### config.mk
export PLATFORM = sky130hd
export DESIGN_NAME = ddr2_bank_ctrl_flat
export DESIGN_NICKNAME = d
export VERILOG_FILES = /design/src/rtl/ddr2_bank_ctrl_if.sv /design/src/rtl/ddr2_bank_ctrl.sv /design/src/flat_wrapper.sv
export SDC_FILE = /design/constraint.sdc
export NUM_CORES = 1
export LEC_CHECK = 0
export CAP_MARGIN = 20
export CORE_ASPECT_RATIO = 0.5
export CORE_MARGIN = 3
export CORE_UTILIZATION = 52
export DETAILED_ROUTE_END_ITERATION = 12
export GPL_ROUTABILITY_DRIVEN = 0
export PLACE_DENSITY = 0.95
export SETUP_SLACK_MARGIN = 0.3
export SLEW_MARGIN = 25
export SYNTH_ARGS = -nofsm -noshare
export SYNTH_HDL_FRONTEND = slang
export SYNTH_SLANG_ARGS = --single-unit
export TNS_END_PERCENT = 1
### constraint.sdc
create_clock -name clk -period 3.1 [get_ports clk]
set_input_delay 0.31 -clock clk [delete_from_list [all_inputs] [get_ports clk]]
set_output_delay 0.31 -clock clk [all_outputs]
set_load 0.1 [all_outputs]
### src/rtl/ddr2_bank_ctrl_if.sv
// Request bus between the front-end and one DDR2 bank controller.
// The master presents a single request; the bank slave accepts it.
interface ddr2_bank_ctrl_if #(
  parameter int RA_W = 14,
  parameter int CA_W = 10,
  parameter int ID_W = 4
);
  logic            req_valid;
  logic            req_ready;
  logic [ID_W-1:0] req_id;
  logic [RA_W-1:0] req_ra;
  logic [CA_W-1:0] req_ca;
  logic            req_wr;

  modport master (
    output req_valid,
    output req_id,
    output req_ra,
    output req_ca,
    output req_wr,
    input  req_ready
  );

  modport slave (
    input  req_valid,
    input  req_id,
    input  req_ra,
    input  req_ca,
    input  req_wr,
    output req_ready
  );
endinterface

### src/rtl/ddr2_bank_ctrl.sv
// Single-bank DDR2 open-page controller: holds one request and
// sequences ACT/RD/WR/PRE/REF requests to a shared scheduler.
module ddr2_bank_ctrl #(
  parameter int RA_W = 14,
  parameter int CA_W = 10,
  parameter int ID_W = 4,
  parameter int T_W  = 8
) (
  input  logic            clk,
  input  logic            rst_n,
  input  logic [T_W-1:0]  t_rcd_m1,
  input  logic [T_W-1:0]  t_rp_m1,
  input  logic [T_W-1:0]  t_ras_m1,
  input  logic [T_W-1:0]  t_rtp_m1,
  input  logic [T_W-1:0]  t_wtp_m1,
  input  logic [T_W-1:0]  t_rfc_m1,
  ddr2_bank_ctrl_if.slave req,
  input  logic            ref_en,
  output logic            ref_done,
  output logic            act_req,
  output logic            rd_req,
  output logic            wr_req,
  output logic            pre_req,
  output logic            ref_req,
  input  logic            act_gnt,
  input  logic            rd_gnt,
  input  logic            wr_gnt,
  input  logic            pre_gnt,
  input  logic            ref_gnt,
  output logic [RA_W-1:0] sched_ra,
  output logic [CA_W-1:0] sched_ca,
  output logic [ID_W-1:0] sched_id
);

  typedef enum logic [2:0] {
    IDLE,
    ACTIVATING,
    ACTIVE,
    PRECHARGING,
    REFRESHING
  } state_t;

  state_t state, state_nxt;

  logic            held;
  logic [ID_W-1:0] h_id;
  logic [RA_W-1:0] h_ra;
  logic [CA_W-1:0] h_ca;
  logic            h_wr;
  logic [RA_W-1:0] open_row;

  logic [T_W-1:0] rcd_cnt;
  logic [T_W-1:0] ras_cnt;
  logic [T_W-1:0] c2p_cnt;
  logic [T_W-1:0] rp_cnt;
  logic [T_W-1:0] rfc_cnt;

  logic hit, pre_dem, accept;
  logic act_go, rd_go, wr_go;
  logic pre_go, ref_go;

  function automatic logic [T_W-1:0] dec(
    input logic [T_W-1:0] v
  );
    return (v == '0) ? v : v - 1'b1;
  endfunction

  assign hit     = held && (h_ra == open_row);
  assign pre_dem = (held && !hit) || (ref_en && !held);

  assign req.req_ready = rst_n && !held && !ref_en &&
                         (state != REFRESHING);
  assign accept = req.req_valid && req.req_ready;

  assign sched_ra = h_ra;
  assign sched_ca = h_ca;
  assign sched_id = h_id;

  assign act_go = act_req && act_gnt;
  assign rd_go  = rd_req && rd_gnt;
  assign wr_go  = wr_req && wr_gnt;
  assign pre_go = pre_req && pre_gnt;
  assign ref_go = ref_req && ref_gnt;

  // Wait states exit one cycle early so the follow-on request
  // appears exactly t_x_m1+1 cycles after the grant.
  always_comb begin
    state_nxt = state;
    act_req   = 1'b0;
    rd_req    = 1'b0;
    wr_req    = 1'b0;
    pre_req   = 1'b0;
    ref_req   = 1'b0;
    ref_done  = 1'b0;
    unique case (state)
      IDLE: begin
        if (ref_en) begin
          ref_req = 1'b1;
          if (ref_gnt) state_nxt = REFRESHING;
        end else if (held) begin
          act_req = 1'b1;
          if (act_gnt) begin
            state_nxt = (t_rcd_m1 == '0) ?
                        ACTIVE : ACTIVATING;
          end
        end
      end
      ACTIVATING: begin
        if (rcd_cnt <= T_W'(1)) state_nxt = ACTIVE;
      end
      ACTIVE: begin
        if (hit) begin
          rd_req = !h_wr;
          wr_req = h_wr;
        end else if (pre_dem && ras_cnt == '0 &&
                     c2p_cnt == '0) begin
          pre_req = 1'b1;
          if (pre_gnt) begin
            state_nxt = (t_rp_m1 == '0) ?
                        IDLE : PRECHARGING;
          end
        end
      end
      PRECHARGING: begin
        if (rp_cnt <= T_W'(1)) state_nxt = IDLE;
      end
      REFRESHING: begin
        if (rfc_cnt == '0) begin
          ref_done  = 1'b1;
          state_nxt = IDLE;
        end
      end
      default: state_nxt = IDLE;
    endcase
    if (!rst_n) begin
      act_req  = 1'b0;
      rd_req   = 1'b0;
      wr_req   = 1'b0;
      pre_req  = 1'b0;
      ref_req  = 1'b0;
      ref_done = 1'b0;
    end
  end

  always_ff @(posedge clk) begin
    if (!rst_n) begin
      state    <= IDLE;
      held     <= 1'b0;
      h_id     <= '0;
      h_ra     <= '0;
      h_ca     <= '0;
      h_wr     <= 1'b0;
      open_row <= '0;
      rcd_cnt  <= '0;
      ras_cnt  <= '0;
      c2p_cnt  <= '0;
      rp_cnt   <= '0;
      rfc_cnt  <= '0;
    end else begin
      state   <= state_nxt;
      rcd_cnt <= dec(rcd_cnt);
      ras_cnt <= dec(ras_cnt);
      c2p_cnt <= dec(c2p_cnt);
      rp_cnt  <= dec(rp_cnt);
      rfc_cnt <= dec(rfc_cnt);
      if (accept) begin
        held <= 1'b1;
        h_id <= req.req_id;
        h_ra <= req.req_ra;
        h_ca <= req.req_ca;
        h_wr <= req.req_wr;
      end else if (rd_go || wr_go) begin
        held <= 1'b0;
      end
      if (act_go) begin
        open_row <= h_ra;
        rcd_cnt  <= t_rcd_m1;
        ras_cnt  <= t_ras_m1;
      end
      if (rd_go) c2p_cnt <= t_rtp_m1;
      if (wr_go) c2p_cnt <= t_wtp_m1;
      if (pre_go) rp_cnt <= t_rp_m1;
      if (ref_go) rfc_cnt <= t_rfc_m1;
    end
  end

endmodule

### src/flat_wrapper.sv
// flat-port wrapper written by rule: the top's interface ports become plain ports
module ddr2_bank_ctrl_flat 
#(
  parameter int RA_W = 14,
  parameter int CA_W = 10,
  parameter int ID_W = 4,
  parameter int T_W  = 8
)
  (clk, rst_n, t_rcd_m1, t_rp_m1, t_ras_m1, t_rtp_m1, t_wtp_m1, t_rfc_m1, ref_en, ref_done, act_req, rd_req, wr_req, pre_req, ref_req, act_gnt, rd_gnt, wr_gnt, pre_gnt, ref_gnt, sched_ra, sched_ca, sched_id, req_req_valid, req_req_id, req_req_ra, req_req_ca, req_req_wr, req_req_ready);
  ddr2_bank_ctrl_if #(.RA_W(RA_W), .CA_W(CA_W), .ID_W(ID_W)) req_i ();
  input  logic clk;
  input  logic rst_n;
  input  logic [T_W-1:0] t_rcd_m1;
  input  logic [T_W-1:0] t_rp_m1;
  input  logic [T_W-1:0] t_ras_m1;
  input  logic [T_W-1:0] t_rtp_m1;
  input  logic [T_W-1:0] t_wtp_m1;
  input  logic [T_W-1:0] t_rfc_m1;
  input  logic ref_en;
  output logic ref_done;
  output logic act_req;
  output logic rd_req;
  output logic wr_req;
  output logic pre_req;
  output logic ref_req;
  input  logic act_gnt;
  input  logic rd_gnt;
  input  logic wr_gnt;
  input  logic pre_gnt;
  input  logic ref_gnt;
  output logic [RA_W-1:0] sched_ra;
  output logic [CA_W-1:0] sched_ca;
  output logic [ID_W-1:0] sched_id;
  input wire logic [$bits(req_i.req_valid)-1:0] req_req_valid;
  input wire logic [$bits(req_i.req_id)-1:0] req_req_id;
  input wire logic [$bits(req_i.req_ra)-1:0] req_req_ra;
  input wire logic [$bits(req_i.req_ca)-1:0] req_req_ca;
  input wire logic [$bits(req_i.req_wr)-1:0] req_req_wr;
  output wire logic [$bits(req_i.req_ready)-1:0] req_req_ready;
  assign req_i.req_valid = req_req_valid;
  assign req_i.req_id = req_req_id;
  assign req_i.req_ra = req_req_ra;
  assign req_i.req_ca = req_req_ca;
  assign req_i.req_wr = req_req_wr;
  assign req_req_ready = req_i.req_ready;
  ddr2_bank_ctrl #(.RA_W(RA_W), .CA_W(CA_W), .ID_W(ID_W), .T_W(T_W)) u_core (.clk(clk), .rst_n(rst_n), .t_rcd_m1(t_rcd_m1), .t_rp_m1(t_rp_m1), .t_ras_m1(t_ras_m1), .t_rtp_m1(t_rtp_m1), .t_wtp_m1(t_wtp_m1), .t_rfc_m1(t_rfc_m1), .req(req_i), .ref_en(ref_en), .ref_done(ref_done), .act_req(act_req), .rd_req(rd_req), .wr_req(wr_req), .pre_req(pre_req), .ref_req(ref_req), .act_gnt(act_gnt), .rd_gnt(rd_gnt), .wr_gnt(wr_gnt), .pre_gnt(pre_gnt), .ref_gnt(ref_gnt), .sched_ra(sched_ra), .sched_ca(sched_ca), .sched_id(sched_id));
endmodule
Word-level counts from Yosys, hierarchy flattened. Cells that the tools add are included.

Add/sub/neg operators: 5. Magnitude comparators: 2. Equality and inequality tests: 20. Mux-type cells: 46. Reductions and logical operators: 30.

Operators with widths (count): two-way mux 8 bit (11); logical NOT 8 bit (7); subtractor 8 x 1 -> 8 bit, second input constant (5); two-way mux 3 bit (10); two-way mux 1 bit (22); less-or-equal comparator 8 x 1 -> 1 bit, second input constant (2); != test 2 x 1 -> 1 bit, second input constant (8); one-hot mux 3 bit (5 select lines) (1); == test 14 bit (1); logical AND 1 bit (14); != test 3 bit, second input constant (3); AND reduction 9 bit (1); == test 3 x 2 -> 1 bit, second input constant (2); logical NOT 1 bit (4); two-way mux 2 bit (2); != test 2 bit, second input constant (2); == test 3 x 1 -> 1 bit, second input constant (1); == test 3 bit, second input constant (1); logical NOT 3 bit (1); != test 3 x 1 -> 1 bit, second input constant (1); != test 3 x 2 -> 1 bit, second input constant (1); logical OR 1 bit (2); nonzero test 2 bit (1).

Flip-flop bits (word level): 87. Logic and storage cells: 115.

Depth between registers and ports, before layout. Gate-level depths: netlist (run 1).

Word-level depth: 13. Gate-level depth with buffers: 9. Gate-level depth less buffers: 8.

Least setup slack after synthesis (run 1). Ideal clock, no wire load.

Path kind: register to output. From: reg u_core.h_ra[7] (netlist: u_core.sched_ra[7]). To: out pre_req. Arrival time: 4.526 ns. Path slack: -1.736 ns. Stages on the path, launching flop included: 5. Buffers on the path: 0. Cell sequence: dfxtp_1 > xnor2_1 > nand4_1 > or4_4 > nor4b_1.

Longest elaborated chain between the ends: 11.

Ends and longest elaborated chain: start: declaration (line ddr2_bank_ctrl.sv:47) `logic [RA_W-1:0] h_ra;`; start signal: assignment (line ddr2_bank_ctrl.sv:169) `h_ra <= req.req_ra;`; == test 14 bit (*) (line ddr2_bank_ctrl.sv:68) `assign hit = held && (h_ra == open_row);`; logical AND 1 bit (*) (line ddr2_bank_ctrl.sv:68); logical NOT 1 bit (line ddr2_bank_ctrl.sv:69) `assign pre_dem = (held && !hit) || (ref_en && !held);`; logical AND 1 bit (line ddr2_bank_ctrl.sv:69); logical OR 1 bit (line ddr2_bank_ctrl.sv:69); logical AND 1 bit (2 in a row) (line ddr2_bank_ctrl.sv:115) `end else if (pre_dem && ras_cnt == '0 &&`; two-way mux 1 bit (line ddr2_bank_ctrl.sv:115); two-way mux 1 bit (*) (line ddr2_bank_ctrl.sv:112) `if (hit) begin`; two-way mux 1 bit (*) (line ddr2_bank_ctrl.sv:95) `unique case (state)`; two-way mux 1 bit (*) (line ddr2_bank_ctrl.sv:135) `if (!rst_n) begin`; end: declaration (line flat_wrapper.sv:24) `output logic pre_req;`.

Mark *: on every way between the ends. The rest lies on a longest branch, timed or not.

Final worst setup path (run 1).
From: reg u_core.h_ra[4] (netlist: u_core.sched_ra[4]). To: out rd_req.

Longest elaborated chain between the ends: 5.

Ends and longest elaborated chain: == test 14 bit (line ddr2_bank_ctrl.sv:68); logical AND 1 bit (line ddr2_bank_ctrl.sv:68); two-way mux 1 bit (line ddr2_bank_ctrl.sv:112); two-way mux 1 bit (line ddr2_bank_ctrl.sv:95); two-way mux 1 bit (line ddr2_bank_ctrl.sv:135); end: declaration (line flat_wrapper.sv:22) `output logic rd_req;`.

No other way between the ends.

==> summary.txt, run 1 <==
WP depth -> 6
mux contribution to synthesized area -> 1.80%
largest net degree at the start of global routing -> 65
Final Hold Viols -> 0
ANT nets after route -> 0
multi-input logic area -> 0.00255 sq mm
commonest non-fill, non-tap cell in the layout -> nand2_1
cells along the critical path -> xnor2_1, nand3_1, or4_4, or2_0, nor2_2, buf_12
I/O pin cnt -> 121
CP delay by family, top -> simple AND/OR/NAND/NOR gates
switch share -> 40.0%
drt initial violations -> 342
H-Tree Depth -> 3
GR Overflow Total -> 0
Yosys warnings -> 0
nets -> 760
Hold Path Class -> reg -> reg
CP Capture Type -> output pin
Yosys reg bits -> 87
I/O Buffers -> 120
site row count -> 23
Synth Area in Compound Gates -> 17.4%
R2R Setup Slk -> 0.53 ns
Worst-Margin Slew -> 0.987 ns
fraction of layout cells with a size suffix above 1 -> 8.83%
worst reg2reg path startpoint -> u_core.c2p_cnt[0]
CTS tree -> built
Max Cap Viol -> 0
Post-CTS Repair Setup Buffers -> 0
die area -> 0.00976 sq mm
routed length per placed instance -> 15.5 um
Post-Synthesis Cells -> 553
initial core utilization -> 54.6%
setup repair after global routing missed its margin -> true
Synth Area in Simple Gates -> 26.8%
Leak Pwr -> 2.28 nW
antenna violations before repair -> 0
Sw Pwr -> 2.04 mW
GRT Total Usage -> 24.8%
Die Span Y -> 71.4 um
number of global-route vias before repair -> 4085
CP peak stage delay -> 0.59 ns
Comb pwr share -> 46.1%
register area share after synthesis -> 39.2%
worst r2r dst -> u_core.rp_cnt[1]
fin crit share -> 86.6%
cts hold-fix bufs -> 0
CTS Buf Count -> 9
Max VDD drop -> 0.408 mV
Final min period -> 2.68 ns
main combinational cell family by area after synthesis -> simple AND/OR/NAND/NOR gates
DR DRC count -> 0
Worst setup SP type -> flop
post-DP HPWL -> 8.52 mm
WS Path Type -> reg -> out
Reg2Reg Depth -> 8
Syn Nets -> 650
first-pass GRT wire length -> 19.4 mm
Routed WL -> 12.1 mm
ANT cells -> 0
Reg area -> 0.00174 sq mm
f_max -> 373 MHz
Finished Cell Area -> 0.00608 sq mm
clk root buf -> clkbuf_16
Most used DFF post-synth -> dfxtp_1
most frequent cells in the layout -> 134 x nand2_1, 102 x clkdlybuf4s50_1, 87 x dfxtp_1
WP data arrival -> 2.37 ns
Setup violations, final -> 0
Hold Path End -> u_core.sched_id[1]
Post-synth ARST share -> 0%
P&R area growth vs syn -> 36.8%
Synth Area in Adders -> 3.10%
Die W -> 137 um
DP Area -> 0.00577 sq mm
Layout Utilization -> 74.6%
status -> finished, final reports clean
Vias/cell -> 5.57
Reg power frac -> 32.5%
Skew-Pair Late Insertion Delay -> 0.35 ns
mapped cell area -> 0.00444 sq mm
xor and xnor area share after synthesis -> 7.69%
Clock transition at path regs -> 0.06 ns
number of synthesized flops with an enable pin -> 0
Slew Limit Fails -> 0
Clk network pwr share -> 21.4%
via count -> 4347
clock skew -> 0.00892 ns
slew margin rel. -> 34.0%
Core ar. -> 0.00814 sq mm
CTS Buffer Depth -> 2
CTS Sinks -> 87
hold_sp -> u_core.sched_id[1]
CP max-delay cell -> or4_4
Data required, critical path -> 2.79 ns
Yosys cell types -> 58
Crit Path Max Fanout -> 6
Pwr Density -> 837 mW/mm^2
hold depth -> 2
Cell Int Power -> 3.05 mW
Crit path buffers/inverters -> 1
mean area per synthesized cell -> 8.03 sq um
number of fill cells -> 526
First-pass DRT Iterations -> 5
power by group through the flow:
stage                     clock network (mW)  registers, mW  logic (mW)
after floorplan                            0           1.73        1.68
after detailed placement                   0           1.66        2.26
after global routing                    1.14           1.68        2.57
after CTS                               1.10           1.64        2.33
final                                   1.09           1.65        2.34
after global placement                     0           1.64        2.15
worst max-delay path by stage:
| stage | from | endpoint | slack (ns) |
|---|---|---|---|
| floorplan | u_core.sched_ra[6] | rd_req | -0.18 |
| CTS | u_core.state[1] | rd_req | 0.38 |
| global route | u_core.c2p_cnt[0] | pre_req | 0.26 |
| finish | u_core.sched_ra[4] | rd_req | 0.42 |
| global placement | u_core.ras_cnt[2] | u_core.rp_cnt[1] | 0.75 |
| detailed placement | u_core.c2p_cnt[0] | u_core.rp_cnt[1] | 0.66 |
sequential cells by signal (all words and copies together), names as in the netlist, 4 cells and up:
signal	flops
u_core.rfc_cnt	8
u_core.c2p_cnt	8
u_core.rp_cnt	8
u_core.sched_ca	10
u_core.rcd_cnt	8
u_core.open_row	14
u_core.ras_cnt	8
u_core.sched_ra	14
u_core.sched_id	4
per-stage QoR:
step | TNS [ns] | instances | total power [mW] | setup WS (ns) | hold slack [ns]
detailed placement | 0 | 764 | 3.92 | 0.656 | 0.446
finish | 0 | 780 | 5.08 | 0.417 | 0.452
CTS | 0 | 780 | 5.06 | 0.375 | 0.453
floorplan | -0.354 | 553 | 3.41 | -0.177 | 0.446
global placement | 0 | 764 | 3.79 | 0.748 | 0.440
global route | 0 | 780 | 5.40 | 0.263 | 0.469
worst min-delay path, stage by stage, from the launching register on:
cell and delay, ns:
dfxtp_1 0.31, nand2_1 0.05, a21oi_1 0.05
area by class of cell:
type	instances	share of cell area, %
multi-input combinational	424	42.0
timing repair buffer	126	21.2
inverter	15	0.926
sequential	87	28.7
tap	112	2.31
clock inverter	5	0.947
clock buffer	11	3.99
timing repair:
action / in CTS / in global routing
resized for setup: 0 / 1
setup endpoints to repair: 0 / 4
endpoints found under the hold margin: 0 / 0
cells by family (layout without fill, tap and decap cells):
kind of cell / after synthesis / count (layout)
AO/OA/AOI/OAI: 120 / 120
XOR/XNOR: 39 / 39
flip-flops: 87 / 87
multiplexers: 8 / 8
buffers and inverters: 42 / 157
AND/OR/NAND/NOR: 246 / 246
adder cells (fa/ha/maj): 11 / 11
layer usage:
layer	up-vias	global-route usage, %	wire length, um
met1	2009	29.5	5050
met4	0	10.3	273
met3	31	5.33	694
met5	-	0	0
li1	2139	-	-
met2	168	43.8	6050
synth_stat cells, types with 2 or more instances:
cell type  instances  area share [%]
nor3b_1            3            0.51
dfxtp_1           87              39
o31ai_1            4            0.68
inv_1             14             1.2
o311ai_0           2            0.39
ha_1              11             3.1
clkbuf_1          18             1.5
a211oi_1           6             1.0
nor2_1            38             3.2
o211ai_1           2            0.34
nor4_2             2            0.56
buf_2              6            0.68
a221oi_1           5            0.99
or3_1             10             1.4
nand3b_1           3            0.51
xor2_1             9             1.8
nor3_1            15             1.7
and3_1             5            0.70
nor4_1             8             1.1
mux2i_1            8             1.8
nor4_4             2            0.96
o22a_1             3            0.59
nand2_1          134              11
a21oi_1           52             5.9
a21boi_0           2            0.34
and2_1             3            0.42
nand3_1            4            0.45
o211a_1            4            0.90
nor4b_1            2            0.39
o21ai_0           25             2.8
xnor2_1           30             5.9
buf_6              2            0.51
o22ai_1            4            0.56
nand4_1            6            0.84
Power figures use the tool's default switching activity.
==> inputs of run 2 (changes only) <==
--- a/config.mk
+++ b/config.mk
@@ -5,13 +5,15 @@
 export SDC_FILE = /design/constraint.sdc
 export NUM_CORES = 1
 export LEC_CHECK = 0
+export ABC_AREA = 1
 export CAP_MARGIN = 20
 export CORE_ASPECT_RATIO = 0.5
 export CORE_MARGIN = 3
-export CORE_UTILIZATION = 52
+export CORE_UTILIZATION = 55
 export DETAILED_ROUTE_END_ITERATION = 12
+export DONT_BUFFER_PORTS = 1
 export GPL_ROUTABILITY_DRIVEN = 0
-export PLACE_DENSITY = 0.95
+export PLACE_DENSITY = 0.81
 export SETUP_SLACK_MARGIN = 0.3
 export SLEW_MARGIN = 25
 export SYNTH_ARGS = -nofsm -noshare
==> run 2 against run 1 <==
- global-route usage shrank 1.8 points
- non-clock buffer count down 101
- via count down 0.90%
- clock skew barely moved
- total power decreased by 2.4%
- largest power group unchanged
- cell count grew 0.90%
- worst setup slack better by 0.16 ns
- first-iteration DRC count fell by 4.7%
- critical endpoint is now pre_req
- largest cell class unchanged
- synthesized cell count up 20%
- fmax grew 6.3%
- worst hold slack worse by 0.37 ns
==> summary.txt, run 2 <==
fraction of layout cells with a size suffix above 1 -> 10.8% (was 8.83%)
site row count -> 22 (was 23)
Yosys top cell area share -> 38.0% (was 39.2%)
WP data arrival -> 2.21 ns (was 2.37 ns)
Pwr Density -> 965 mW/mm^2 (was 837 mW/mm^2)
Skew-Pair Late Insertion Delay -> 0.33 ns (was 0.35 ns)
Crit Path Max Fanout -> 6 (unchanged)
cts hold-fix bufs -> 0 (unchanged)
CTS Buffer Depth -> 2 (unchanged)
f_max -> 396 MHz (was 373 MHz)
antenna violations before repair -> 0 (unchanged)
multi-input logic area -> 0.00245 sq mm (was 0.00255 sq mm)
Reg power frac -> 33.0% (was 32.5%)
drt initial violations -> 326 (was 342)
Vias/cell -> 5.47 (was 5.57)
fin crit share -> 81.4% (was 86.6%)
Final Hold Viols -> 0 (unchanged)
routing usage on met1 -> 31.5% (was 29.5%)
Reg area -> 0.00174 sq mm (unchanged)
Yosys warnings -> 0 (unchanged)
Cell Int Power -> 2.92 mW (was 3.05 mW)
mapped cell area -> 0.00458 sq mm (was 0.00444 sq mm)
GR Overflow Total -> 0 (unchanged)
die area -> 0.00953 sq mm (was 0.00976 sq mm)
Yosys cell types -> 39 (was 58)
Post-synth ARST share -> 0% (unchanged)
ranking of synthesized cells by area -> dfxtp_1 38%, nand2_1 11%, a21oi_1 7.2% (was dfxtp_1 39%, nand2_1 11%, xnor2_1 5.9%)
Die Span Y -> 70.6 um (was 71.4 um)
placed insts -> 772 (was 764)
Most used DFF post-synth -> dfxtp_1 (unchanged)
CP Capture Type -> output pin (unchanged)
Post-Synthesis Cells -> 663 (was 553)
CTS tree -> built (unchanged)
Max VDD drop -> 0.527 mV (was 0.408 mV)
area leader, netlist -> dfxtp_1 (unchanged)
Post-Layout Cell Count -> 787 (was 780)
GRT Total Usage -> 23.0% (was 24.8%)
Final min period -> 2.52 ns (was 2.68 ns)
Core ar. -> 0.00771 sq mm (was 0.00814 sq mm)
I/O pin cnt -> 121 (unchanged)
most numerous cell in the Yosys netlist -> nand2_1 (unchanged)
clk root buf -> clkbuf_16 (unchanged)
Post-CTS Repair Setup Buffers -> 0 (unchanged)
status -> finished, final reports clean (unchanged)
commonest non-fill, non-tap cell in the layout -> nand2_1 (unchanged)
most frequent cells in the layout -> 135 x nand2_1, 87 x dfxtp_1, 72 x inv_1 (was 134 x nand2_1, 102 x clkdlybuf4s50_1, 87 x dfxtp_1)
routed length per placed instance -> 14.1 um (was 15.5 um)
number of global-route vias before repair -> 3899 (was 4085)
Max Cap Viol -> 0 (unchanged)
ANT nets after route -> 0 (unchanged)
via count -> 4308 (was 4347)
setup repair after global routing missed its margin -> false (was true)
CTS Buf Count -> 9 (unchanged)
Setup violations, final -> 0 (unchanged)
register area share after synthesis -> 38.0% (was 39.2%)
met2 GRT Util -> 35.7% (was 43.8%)
CTS Sinks -> 87 (unchanged)
Sw Pwr -> 2.04 mW (about the same)
Resize count post-CTS -> 0 (unchanged)
total power draw -> 4.96 mW (was 5.08 mW)
R2R Setup Slk -> 0.84 ns (was 0.53 ns)
clock skew -> 0.00869 ns (was 0.00892 ns)
H-Tree Depth -> 3 (unchanged)
DR DRC count -> 0 (unchanged)
initial core utilization -> 59.5% (was 54.6%)
number of synthesized flops with an enable pin -> 0 (unchanged)
number of fill cells -> 718 (was 526)
nets -> 772 (was 760)
Clk network pwr share -> 22.8% (was 21.4%)
Clock transition at path regs -> 0.07 ns (was 0.06 ns)
GR Util met3 -> 7.24% (was 5.33%)
mean area per synthesized cell -> 6.91 sq um (was 8.03 sq um)
Syn Nets -> 760 (was 650)
WS Path Type -> reg -> out (unchanged)
Slew Limit Fails -> 0 (unchanged)
Die W -> 135 um (was 137 um)
largest net degree at the start of global routing -> 49 (was 65)
P&R area growth vs syn -> 12.2% (was 36.8%)
Routed WL -> 11.1 mm (was 12.1 mm)
first-pass GRT wire length -> 17.9 mm (was 19.4 mm)
First-pass DRT Iterations -> 5 (unchanged)
Data required, critical path -> 2.79 ns (about the same)
synth cell count leaders -> 135 x nand2_1, 87 x dfxtp_1, 72 x inv_1 (was 134 x nand2_1, 87 x dfxtp_1, 52 x a21oi_1)
ANT cells -> 0 (unchanged)
Hold Path Class -> in -> reg (was reg -> reg)
Comb pwr share -> 44.2% (was 46.1%)
Worst-Margin Slew -> 1.01 ns (was 0.987 ns)
post-DP HPWL -> 8.03 mm (was 8.52 mm)
Leak Pwr -> 2.18 nW (was 2.28 nW)
Yosys reg bits -> 87 (unchanged)
I/O Buffers -> 0 (was 120)
Worst setup SP type -> flop (unchanged)
slew margin rel. -> 32.7% (was 34.0%)
switch share -> 41.1% (was 40.0%)
most used routing layer -> met2 (unchanged)
[run 2: cells by family (layout without fill, tap and decap cells)]
kind of cell | Yosys count | count (layout) | share of synthesized area [%]
AO/OA/AOI/OAI | 135 | 135 | 15.9
XOR/XNOR | 24 | 24 | 4.59
AND/OR/NAND/NOR | 302 | 302 | 29.5
adder cells (fa/ha/maj) | 11 | 11 | 3.00
buffers and inverters | 104 | 120 | 8.98
flip-flops | 87 | 87 | 38.0
[run 2: critical path, cell delays in order, from the launching register on]
cell and delay, ns:
dfxtp_1 0.30, inv_1 0.11, ha_1 0.16, inv_1 0.04, nor3_1 0.10, and3_1 0.26, inv_1 0.18, nor2_2 0.15
nand3_1 0.18, inv_2 0.11, buf_4 0.29
[run 2: final cells by class]
| type | count | area share, % |
|---|---|---|
| clock inverter | 6 | 1.68 |
| tap | 108 | 2.63 |
| timing repair buffer | 25 | 3.89 |
| sequential | 87 | 33.9 |
| inverter | 80 | 5.84 |
| multi-input combinational | 472 | 47.7 |
| clock buffer | 9 | 4.38 |
[run 2: per-stage QoR]
step | area, sq um | TNS, ns | utilization [%] | hold WS (ns) | worst slack [ns]
CTS | 5140 | 0 | 66.7 | 0.0622 | 0.574
finish | 5140 | 0 | 66.7 | 0.0872 | 0.576
global placement | 4830 | 0 | 62.7 | 0.415 | 0.966
global route | 5140 | 0 | 66.7 | 0.0674 | 0.438
detailed placement | 4830 | 0 | 62.7 | 0.417 | 0.891
floorplan | 4590 | -0.302 | - | 0.450 | -0.151
[run 2: path summary, 6_finish.rpt]
path | to | start | depth (start not counted)
worst max-delay path | pre_req | u_core.ras_cnt[0] | 10
worst min-delay path | u_core.rp_cnt[1] | rst_n | 2
worst max register to register | u_core.c2p_cnt[0] | u_core.sched_ra[7] | 13
worst min register to register | u_core.sched_ra[4] | u_core.sched_ra[4] | 2
[run 2: power by group through the flow]
stage	logic (mW)	clock network (mW)	registers, mW
3_3_place_gp	2.12	0	1.65
2_1_floorplan	1.71	0	1.72
3_5_place_dp	2.17	0	1.66
4_1_cts	2.19	1.16	1.64
5_1_grt	2.50	1.20	1.67
6_report	2.19	1.13	1.64
[run 2: layer usage]
metal / vias up / wire length, um
met5: - / 0
met4: 0 / 111
met3: 13 / 980
met2: 162 / 4780
met1: 1943 / 5240
li1: 2190 / -
